<file path="src/rtl/host_seq_pkg.sv">
// Shared types and helpers for the host-side BRAM sequencer.
package host_seq_pkg;

  // Sequencer states; BUSY is simply "not ST_IDLE".
  typedef enum logic [2:0] {
    ST_IDLE,
    ST_LOAD,
    ST_START,
    ST_WAIT,
    ST_RD_REQ,
    ST_RD_CAP,
    ST_RD_OUT,
    ST_DONE
  } state_t;

  localparam logic [3:0] WE_ALL  = 4'hF;
  localparam logic [3:0] WE_NONE = 4'h0;

  // Word index -> byte address. The index wraps modulo 2**addr_w, so the
  // upper address bits and the two byte-lane bits always come out zero.
  function automatic logic [31:0] word2byte(input logic [31:0] word_idx,
                                            input int unsigned addr_w);
    logic [31:0] mask;
    mask = (addr_w >= 30) ? 32'h3FFF_FFFF : ((32'd1 << addr_w) - 32'd1);
    return (word_idx & mask) << 2;
  endfunction

endpackage

</file>
<file path="src/rtl/host_bram_sequencer_stream_out_reg.sv">
// Output holding register for the result stream. Once loaded, data/valid/last
// stay put until the consumer handshake clears valid.
module stream_out_reg #(
  parameter int unsigned DATA_W = 32
) (
  input  logic              clk_i,
  input  logic              rst_ni,
  input  logic              load_i,
  input  logic              clear_i,
  input  logic [DATA_W-1:0] data_i,
  input  logic              last_i,
  output logic [DATA_W-1:0] data_o,
  output logic              valid_o,
  output logic              last_o
);

  logic [DATA_W-1:0] data_q;
  logic              valid_q;
  logic              last_q;

  // Load captures a new word; clear drops valid/last but keeps the data.
  always_ff @(posedge clk_i or negedge rst_ni) begin
    if (!rst_ni) begin
      data_q  <= '0;
      valid_q <= 1'b0;
      last_q  <= 1'b0;
    end else if (load_i) begin
      data_q  <= data_i;
      valid_q <= 1'b1;
      last_q  <= last_i;
    end else if (clear_i) begin
      valid_q <= 1'b0;
      last_q  <= 1'b0;
    end
  end

  assign data_o  = data_q;
  assign valid_o = valid_q;
  assign last_o  = last_q;

endmodule

</file>
<file path="src/rtl/host_bram_sequencer.sv">
// Host-side BRAM port A sequencer: loads the input stream into BRAM, starts
// the core, waits for its completion and streams the result region back.
module host_bram_sequencer
  import host_seq_pkg::*;
#(
  parameter int unsigned ADDR_W         = 10,
  parameter int unsigned LOAD_BASE      = 0,
  parameter int unsigned LOAD_WORDS     = 256,
  parameter int unsigned RES_BASE       = 512,
  parameter int unsigned RES_WORDS      = 16,
  parameter int unsigned TIMEOUT_CYCLES = 1000000
) (
  input  logic        CLK,
  input  logic        RSTN,
  input  logic [31:0] S_DATA,
  input  logic        S_VALID,
  input  logic        S_LAST,
  output logic        S_READY,
  output logic [31:0] M_DATA,
  output logic        M_VALID,
  output logic        M_LAST,
  input  logic        M_READY,
  output logic [31:0] addra,
  output logic [31:0] dina,
  input  logic [31:0] douta,
  output logic        ena,
  output logic [3:0]  wea,
  output logic        START_SIGNAL,
  input  logic        STOP_SIGNAL,
  output logic        BUSY,
  output logic        TIMEOUT
);

  localparam int unsigned CNT_W  = $clog2(LOAD_WORDS + 1);
  localparam int unsigned RCNT_W = (RES_WORDS > 1) ? $clog2(RES_WORDS) : 1;
  localparam logic [CNT_W-1:0]  LOAD_LAST = CNT_W'(LOAD_WORDS - 1);
  localparam logic [RCNT_W-1:0] RES_LAST  = RCNT_W'(RES_WORDS - 1);
  // Only meaningful when the timeout is enabled (TIMEOUT_CYCLES != 0).
  localparam logic [31:0]       TO_LAST   = 32'(TIMEOUT_CYCLES - 1);

  state_t            state_q, state_d;
  logic [CNT_W-1:0]  cnt_q, cnt_d;
  logic [RCNT_W-1:0] rcnt_q, rcnt_d;
  logic [31:0]       tcnt_q, tcnt_d;
  logic              timeout_q, timeout_d;
  logic              s_ready_q;
  logic              start_q;
  logic              s_hs;
  logic              res_last;
  logic              out_load;
  logic              out_clear;

  // Ready is a register, so the handshake never depends on S_VALID.
  assign s_hs     = S_VALID & s_ready_q;
  assign res_last = (rcnt_q == RES_LAST);

  // Next-state and counter logic for the load / run / readback sequence.
  always_comb begin
    state_d   = state_q;
    cnt_d     = cnt_q;
    rcnt_d    = rcnt_q;
    tcnt_d    = tcnt_q;
    timeout_d = timeout_q;
    out_load  = 1'b0;
    out_clear = 1'b0;
    unique case (state_q)
      ST_IDLE: begin
        cnt_d = '0;
        if (s_hs) begin
          timeout_d = 1'b0;
          cnt_d     = CNT_W'(1);
          state_d   = (S_LAST || (LOAD_WORDS <= 1)) ? ST_START : ST_LOAD;
        end
      end
      ST_LOAD: begin
        if (s_hs) begin
          cnt_d = cnt_q + CNT_W'(1);
          if (S_LAST || (cnt_q == LOAD_LAST)) begin
            state_d = ST_START;
          end
        end
      end
      ST_START: begin
        // A STOP still high from the previous run must drop first.
        cnt_d  = '0;
        tcnt_d = '0;
        if (!STOP_SIGNAL) begin
          state_d = ST_WAIT;
        end
      end
      ST_WAIT: begin
        // STOP is tested first so it wins over a coincident expiry.
        if (STOP_SIGNAL) begin
          rcnt_d  = '0;
          state_d = ST_RD_REQ;
        end else if ((TIMEOUT_CYCLES != 0) && (tcnt_q == TO_LAST)) begin
          timeout_d = 1'b1;
          state_d   = ST_IDLE;
        end else begin
          tcnt_d = tcnt_q + 32'd1;
        end
      end
      ST_RD_REQ: begin
        state_d = ST_RD_CAP;
      end
      ST_RD_CAP: begin
        out_load = 1'b1;
        state_d  = ST_RD_OUT;
      end
      ST_RD_OUT: begin
        if (M_READY) begin
          out_clear = 1'b1;
          if (res_last) begin
            state_d = ST_DONE;
          end else begin
            rcnt_d  = rcnt_q + RCNT_W'(1);
            state_d = ST_RD_REQ;
          end
        end
      end
      ST_DONE: begin
        if (!STOP_SIGNAL) begin
          state_d = ST_IDLE;
        end
      end
      default: state_d = ST_IDLE;
    endcase
  end

  // State, counters and registered handshake/start flags.
  always_ff @(posedge CLK or negedge RSTN) begin
    if (!RSTN) begin
      state_q   <= ST_IDLE;
      cnt_q     <= '0;
      rcnt_q    <= '0;
      tcnt_q    <= '0;
      timeout_q <= 1'b0;
      s_ready_q <= 1'b0;
      start_q   <= 1'b0;
    end else begin
      state_q   <= state_d;
      cnt_q     <= cnt_d;
      rcnt_q    <= rcnt_d;
      tcnt_q    <= tcnt_d;
      timeout_q <= timeout_d;
      s_ready_q <= (state_d == ST_IDLE) || (state_d == ST_LOAD);
      start_q   <= (state_d == ST_START) || (state_d == ST_WAIT);
    end
  end

  // Port A: writes follow the load handshake directly, reads come from RD_REQ.
  always_comb begin
    ena   = 1'b0;
    wea   = WE_NONE;
    addra = '0;
    dina  = '0;
    if (s_hs) begin
      ena   = 1'b1;
      wea   = WE_ALL;
      addra = word2byte(32'(LOAD_BASE) + 32'(cnt_q), ADDR_W);
      dina  = S_DATA;
    end else if (state_q == ST_RD_REQ) begin
      ena   = 1'b1;
      addra = word2byte(32'(RES_BASE) + 32'(rcnt_q), ADDR_W);
    end
  end

  stream_out_reg #(
    .DATA_W(32)
  ) u_out (
    .clk_i  (CLK),
    .rst_ni (RSTN),
    .load_i (out_load),
    .clear_i(out_clear),
    .data_i (douta),
    .last_i (res_last),
    .data_o (M_DATA),
    .valid_o(M_VALID),
    .last_o (M_LAST)
  );

  assign S_READY      = s_ready_q;
  assign START_SIGNAL = start_q;
  assign BUSY         = (state_q != ST_IDLE);
  assign TIMEOUT      = timeout_q;

endmodule

</file>
<file path="config.mk">
export PLATFORM = sky130hd
export DESIGN_NAME = host_bram_sequencer
export DESIGN_NICKNAME = d
export VERILOG_FILES = /design/src/rtl/host_seq_pkg.sv /design/src/rtl/host_bram_sequencer_stream_out_reg.sv /design/src/rtl/host_bram_sequencer.sv
export SDC_FILE = /design/constraint.sdc
export NUM_CORES = 1
export LEC_CHECK = 0
export CAP_MARGIN = 25
export CORE_ASPECT_RATIO = 1.75
export CORE_MARGIN = 1
export CORE_UTILIZATION = 35
export CTS_BUF_LIST = sky130_fd_sc_hd__clkbuf_8
export DETAILED_ROUTE_END_ITERATION = 8
export GPL_ROUTABILITY_DRIVEN = 0
export HOLD_SLACK_MARGIN = 0.06
export PLACE_DENSITY = 0.66
export SLEW_MARGIN = 20
export SYNTH_ARGS = -nofsm -noshare
export SYNTH_HDL_FRONTEND = slang
export SYNTH_HIERARCHICAL = 1
export SYNTH_SLANG_ARGS = --single-unit
</file>
<file path="constraint.sdc">
create_clock -name CLK -period 2.63 [get_ports CLK]
set_clock_uncertainty 0.05 [all_clocks]
set_input_delay 0.526 -clock CLK [delete_from_list [all_inputs] [get_ports CLK]]
set_output_delay 0.526 -clock CLK [all_outputs]
set_load 0.01 [all_outputs]
</file>
==> run_results.csv <==
group,metric,value,unit
logic_synthesis,post_synth_fa_ha_maj_area_fraction,1.04,%
sta,post_route_clock_period_utilization,98.2,%
pwr,leakagePower,3.05,nW
logic_synthesis,yosysWarnings,6,
floorplanning,die_area,14200,µm²
logic_synthesis,main_combinational_cell_family_by_area_after_synthesis,"simple AND/OR/NAND/NOR gates",
drt,via_count,4211,
floorplanning,die-width,90.4,µm
logic_synthesis,synth_top_flop_cell,"sky130_fd_sc_hd__dfrtp_1",
floorplanning,io_pins,177,
pwr,p_total,5.65,mW
floorplanning,rows,56,
clock_network,h-tree-depth,3,
placement,numPortBuffers,154,
drt,drt_first_iter_violations,205,
sta,worst-slew-pin-transition,0.612,ns
final_layout,mostFrequentLayoutCell,"sky130_fd_sc_hd__clkdlybuf4s50_1",
logic_synthesis,ys_seq_elements,85,
drt,via_cell_ratio,5.17,
min_path,timing.hold.worst.class,"input pin to asynchronous set/reset pin",
placement,place.detailed.instances,798,
setup_path,worst_ep_arrival_time,2.01,ns
sta,timing.hold.ws,0.113,ns
drt,wire_per_inst,16.1,µm
setup_path,critPathMaxFanout,5,
placement,hpwl_reported_at_the_end_of_detailed_placement,9.83,mm
logic_synthesis,yosys.area_share.xor_xnor,3.47,%
setup_path,cp_slowest_cell,"sky130_fd_sc_hd__clkdlybuf4s50_1",
setup_path,criticalPathCategory,"input pin to output pin",
clock_network,number_of_buffers_added_by_the_clock_tree_synthesis_step,9,
drt,ant_nets,0,
logic_synthesis,synth_compound_gate_area_share,8.78,%
setup_path,critPathLaunchType,"input pin",
sta,hold_viol,0,
sta,maxSlewHeadroom,59.2,%
global_route,first_global_vias,4237,
drt,drc,0,
sta,layout_min_cycle_time,2.58,ns
logic_synthesis,yosysTopAreaCell,"sky130_fd_sc_hd__dfrtp_1",
drt,sum_of_routed_wire_length_over_all_layers,13.1,mm
clock_network,cts_max_path_buffers,2,
logic_synthesis,synth.area.mux_share,10.5,%
sta,grt_setup_unrepaired,"false",
pwr,irDropWorstVdd,0.482,mV
setup_path,critPathMaxStageDelay,0.52,ns
setup_path,critical_path.cell_chain,"clkdlybuf4s50_1 > nand2_2 > inv_2 > nor2_4 > buf_4 > clkdlybuf4s50_1",
global_route,grt_first_pass_wirelength,20.9,mm
logic_synthesis,synth_cells,472,
setup_path,cp_data_required_time,2.05,ns
clock_network,clock_sinks,85,
run,max_cap_viol_count,0,
logic_synthesis,proportion_of_register_bits_with_asynchronous_set_or_reset_after_synthesis,100,%
global_route,pin_count_of_the_biggest_net_entering_global_routing,45,
clock_network,clockRootBuffer,"sky130_fd_sc_hd__clkbuf_8",
pwr,power_density,832,nW/µm²
logic_synthesis,synth-simple-area-share,23.0,%
logic_synthesis,synth_top_area_share,44.4,%
global_route,global_route.overflow_total,0,
setup_path,critPathMostFrequentCell,"sky130_fd_sc_hd__clkdlybuf4s50_1",
final_layout,fillCellCount,1203,
final_layout,nNetsFinal,709,
global_route,antenna_found_initial,0,
final_layout,most-common-layout-cells,"149 x sky130_fd_sc_hd__clkdlybuf4s50_1, 85 x sky130_fd_sc_hd__dfrtp_1, 39 x sky130_fd_sc_hd__and3_1, 37 x sky130_fd_sc_hd__nor2_1, 31 x sky130_fd_sc_hd__nand2_1",
logic_synthesis,synth.cell_area,4790,µm²
outcome,outcome,"complete, no violations",
final_layout,insertedDiodeCount,0,
setup_path,critPathCaptureType,"output pin",
final_layout,finalNonFillerCells,814,
floorplanning,floorplan.initialDensity,35.8,%
clock_network,worst_setup_hold_path_clk_slew,0.08,ns
logic_synthesis,yosys.cell_types.count,58,
floorplanning,die_y,157,µm
clock_network,post_cts_buffers,0,
logic_synthesis,avgSynthCellArea,10.1,µm²
logic_synthesis,edff_count_synth,0,
sta,fmaxAchievable,387,MHz
clock_network,tritoncts,"built",
logic_synthesis,yosysSeqAreaShare,44.4,%
sta,final_setup_vio_count,0,
global_route,global_route_total_usage_across_every_layer,18.5,%
drt,1st_pass_router_iterations,5,
sta,report.final.slew_viol_count,0,
final_layout,drive_gt1_share,15.0,%
setup_path,r2r.worst_path.cells,6,
sta,fin_tns_setup,0,ns
floorplanning,coreArea,13400,µm²
final_layout,area_growth_syn_to_layout,41.8,%
logic_synthesis,synth.top_cells.by_area,"sky130_fd_sc_hd__dfrtp_1 44%, sky130_fd_sc_hd__mux2_4 8.5%, sky130_fd_sc_hd__and3_1 5.1%, sky130_fd_sc_hd__buf_4 4.1%, sky130_fd_sc_hd__nor2_1 3.0%",
clock_network,source_to_sink_clock_delay_at_the_later_pin_of_the_worst_skew_pair,0.36,ns
timing repair:
action,CTS,global route
endpoints found under the setup margin,5,30
endpoints found under the hold margin,0,0
hold buffers,0,0
gates cloned,0,0
resized for setup,5,6
per-layer routing:
metal	part of all wire (%)	up-vias	global-route usage [%]
li1	-	1965	-
met4	2.7	0	8.68
met3	4.0	26	2.96
met1	37	2076	20.5
met5	0	-	0
met2	56	144	34.4
flip-flops by register name (all words and copies together) (netlist names), 3 cells and up:
signal / cells
state_q: 3
u_out/data_o: 32
rcnt_q: 4
cnt_q: 9
tcnt_q: 32
layout make-up:
type                       count  area (µm²)  share of cell area [%]
inverter                      12        45.0                   0.663
timing repair buffer         181        1800                    26.5
multi-input combinational    346        2340                    34.4
tap                          174         218                    3.20
clock buffer                   9         124                    1.82
clock inverter                 7         139                    2.04
sequential                    85        2130                    31.3
critical path: cells and delay by family:
family | cells | cell delay (ns)
buffers and inverters | 4 | 1.19
AND/OR/NAND/NOR | 2 | 0.29
cell usage after synthesis (6+ instances only):
library cell,count
sky130_fd_sc_hd__a21oi_1,22
sky130_fd_sc_hd__or3_1,10
sky130_fd_sc_hd__xor2_1,15
sky130_fd_sc_hd__nand4_1,15
sky130_fd_sc_hd__nor4_1,6
sky130_fd_sc_hd__mux2_2,6
sky130_fd_sc_hd__dfrtp_1,85
sky130_fd_sc_hd__nand2_1,32
sky130_fd_sc_hd__and3_1,39
sky130_fd_sc_hd__nor3_1,7
sky130_fd_sc_hd__clkbuf_1,12
sky130_fd_sc_hd__inv_1,11
sky130_fd_sc_hd__o21ai_0,24
sky130_fd_sc_hd__mux2_4,27
sky130_fd_sc_hd__nor2_1,38
sky130_fd_sc_hd__buf_4,26
sky130_fd_sc_hd__a22o_1,7
sky130_fd_sc_hd__nand3_1,22
kinds of logic (layout without fill, tap and decap cells):
logic type      Yosys count  count (layout)
buf+inv                  62             209
compound gates           70              70
mux                      36              36
fa+ha+maj                 4               4
flops                    85              85
other cells               1              22
xor+xnor                 19              19
simple gates            195             195
final timing paths:
check	from	to	slack (ns)
setup / recovery	S_VALID	addra[11]	0.05
hold / removal	RSTN	rcnt_q[1]$_DFFE_PN0P_	0.11
setup reg to reg	tcnt_q[13]$_DFFE_PN0P_	state_q[0]$_DFF_PN0_	0.20
hold reg to reg	u_out/valid_o$_DFFE_PN0P_	u_out/valid_o$_DFFE_PN0P_	0.44
max in group asynchronous	RSTN	tcnt_q[5]$_DFFE_PN0P_	1.75
min in group CLK	u_out/valid_o$_DFFE_PN0P_	u_out/valid_o$_DFFE_PN0P_	0.44
metrics by stage:
stage | utilization [%] | cell area [µm²] | worst slack (ns)
6_report | 50.8 | 6790 | 0.0465
5_1_grt | 50.8 | 6790 | 0.00119
4_1_cts | 50.6 | 6780 | -0.0162
3_5_place_dp | 48.6 | 6500 | -0.125
3_3_place_gp | 48.6 | 6500 | -0.0859
2_1_floorplan | - | 4870 | 0.351
power by group:
part           internal (mW)  total, mW  switching (mW)
clock network          0.723       1.21           0.487
logic                   1.45       2.58            1.14
registers               1.64       1.86           0.217
total                   3.81       5.65            1.84
Note: power is estimated with default switching activity, not from simulation.
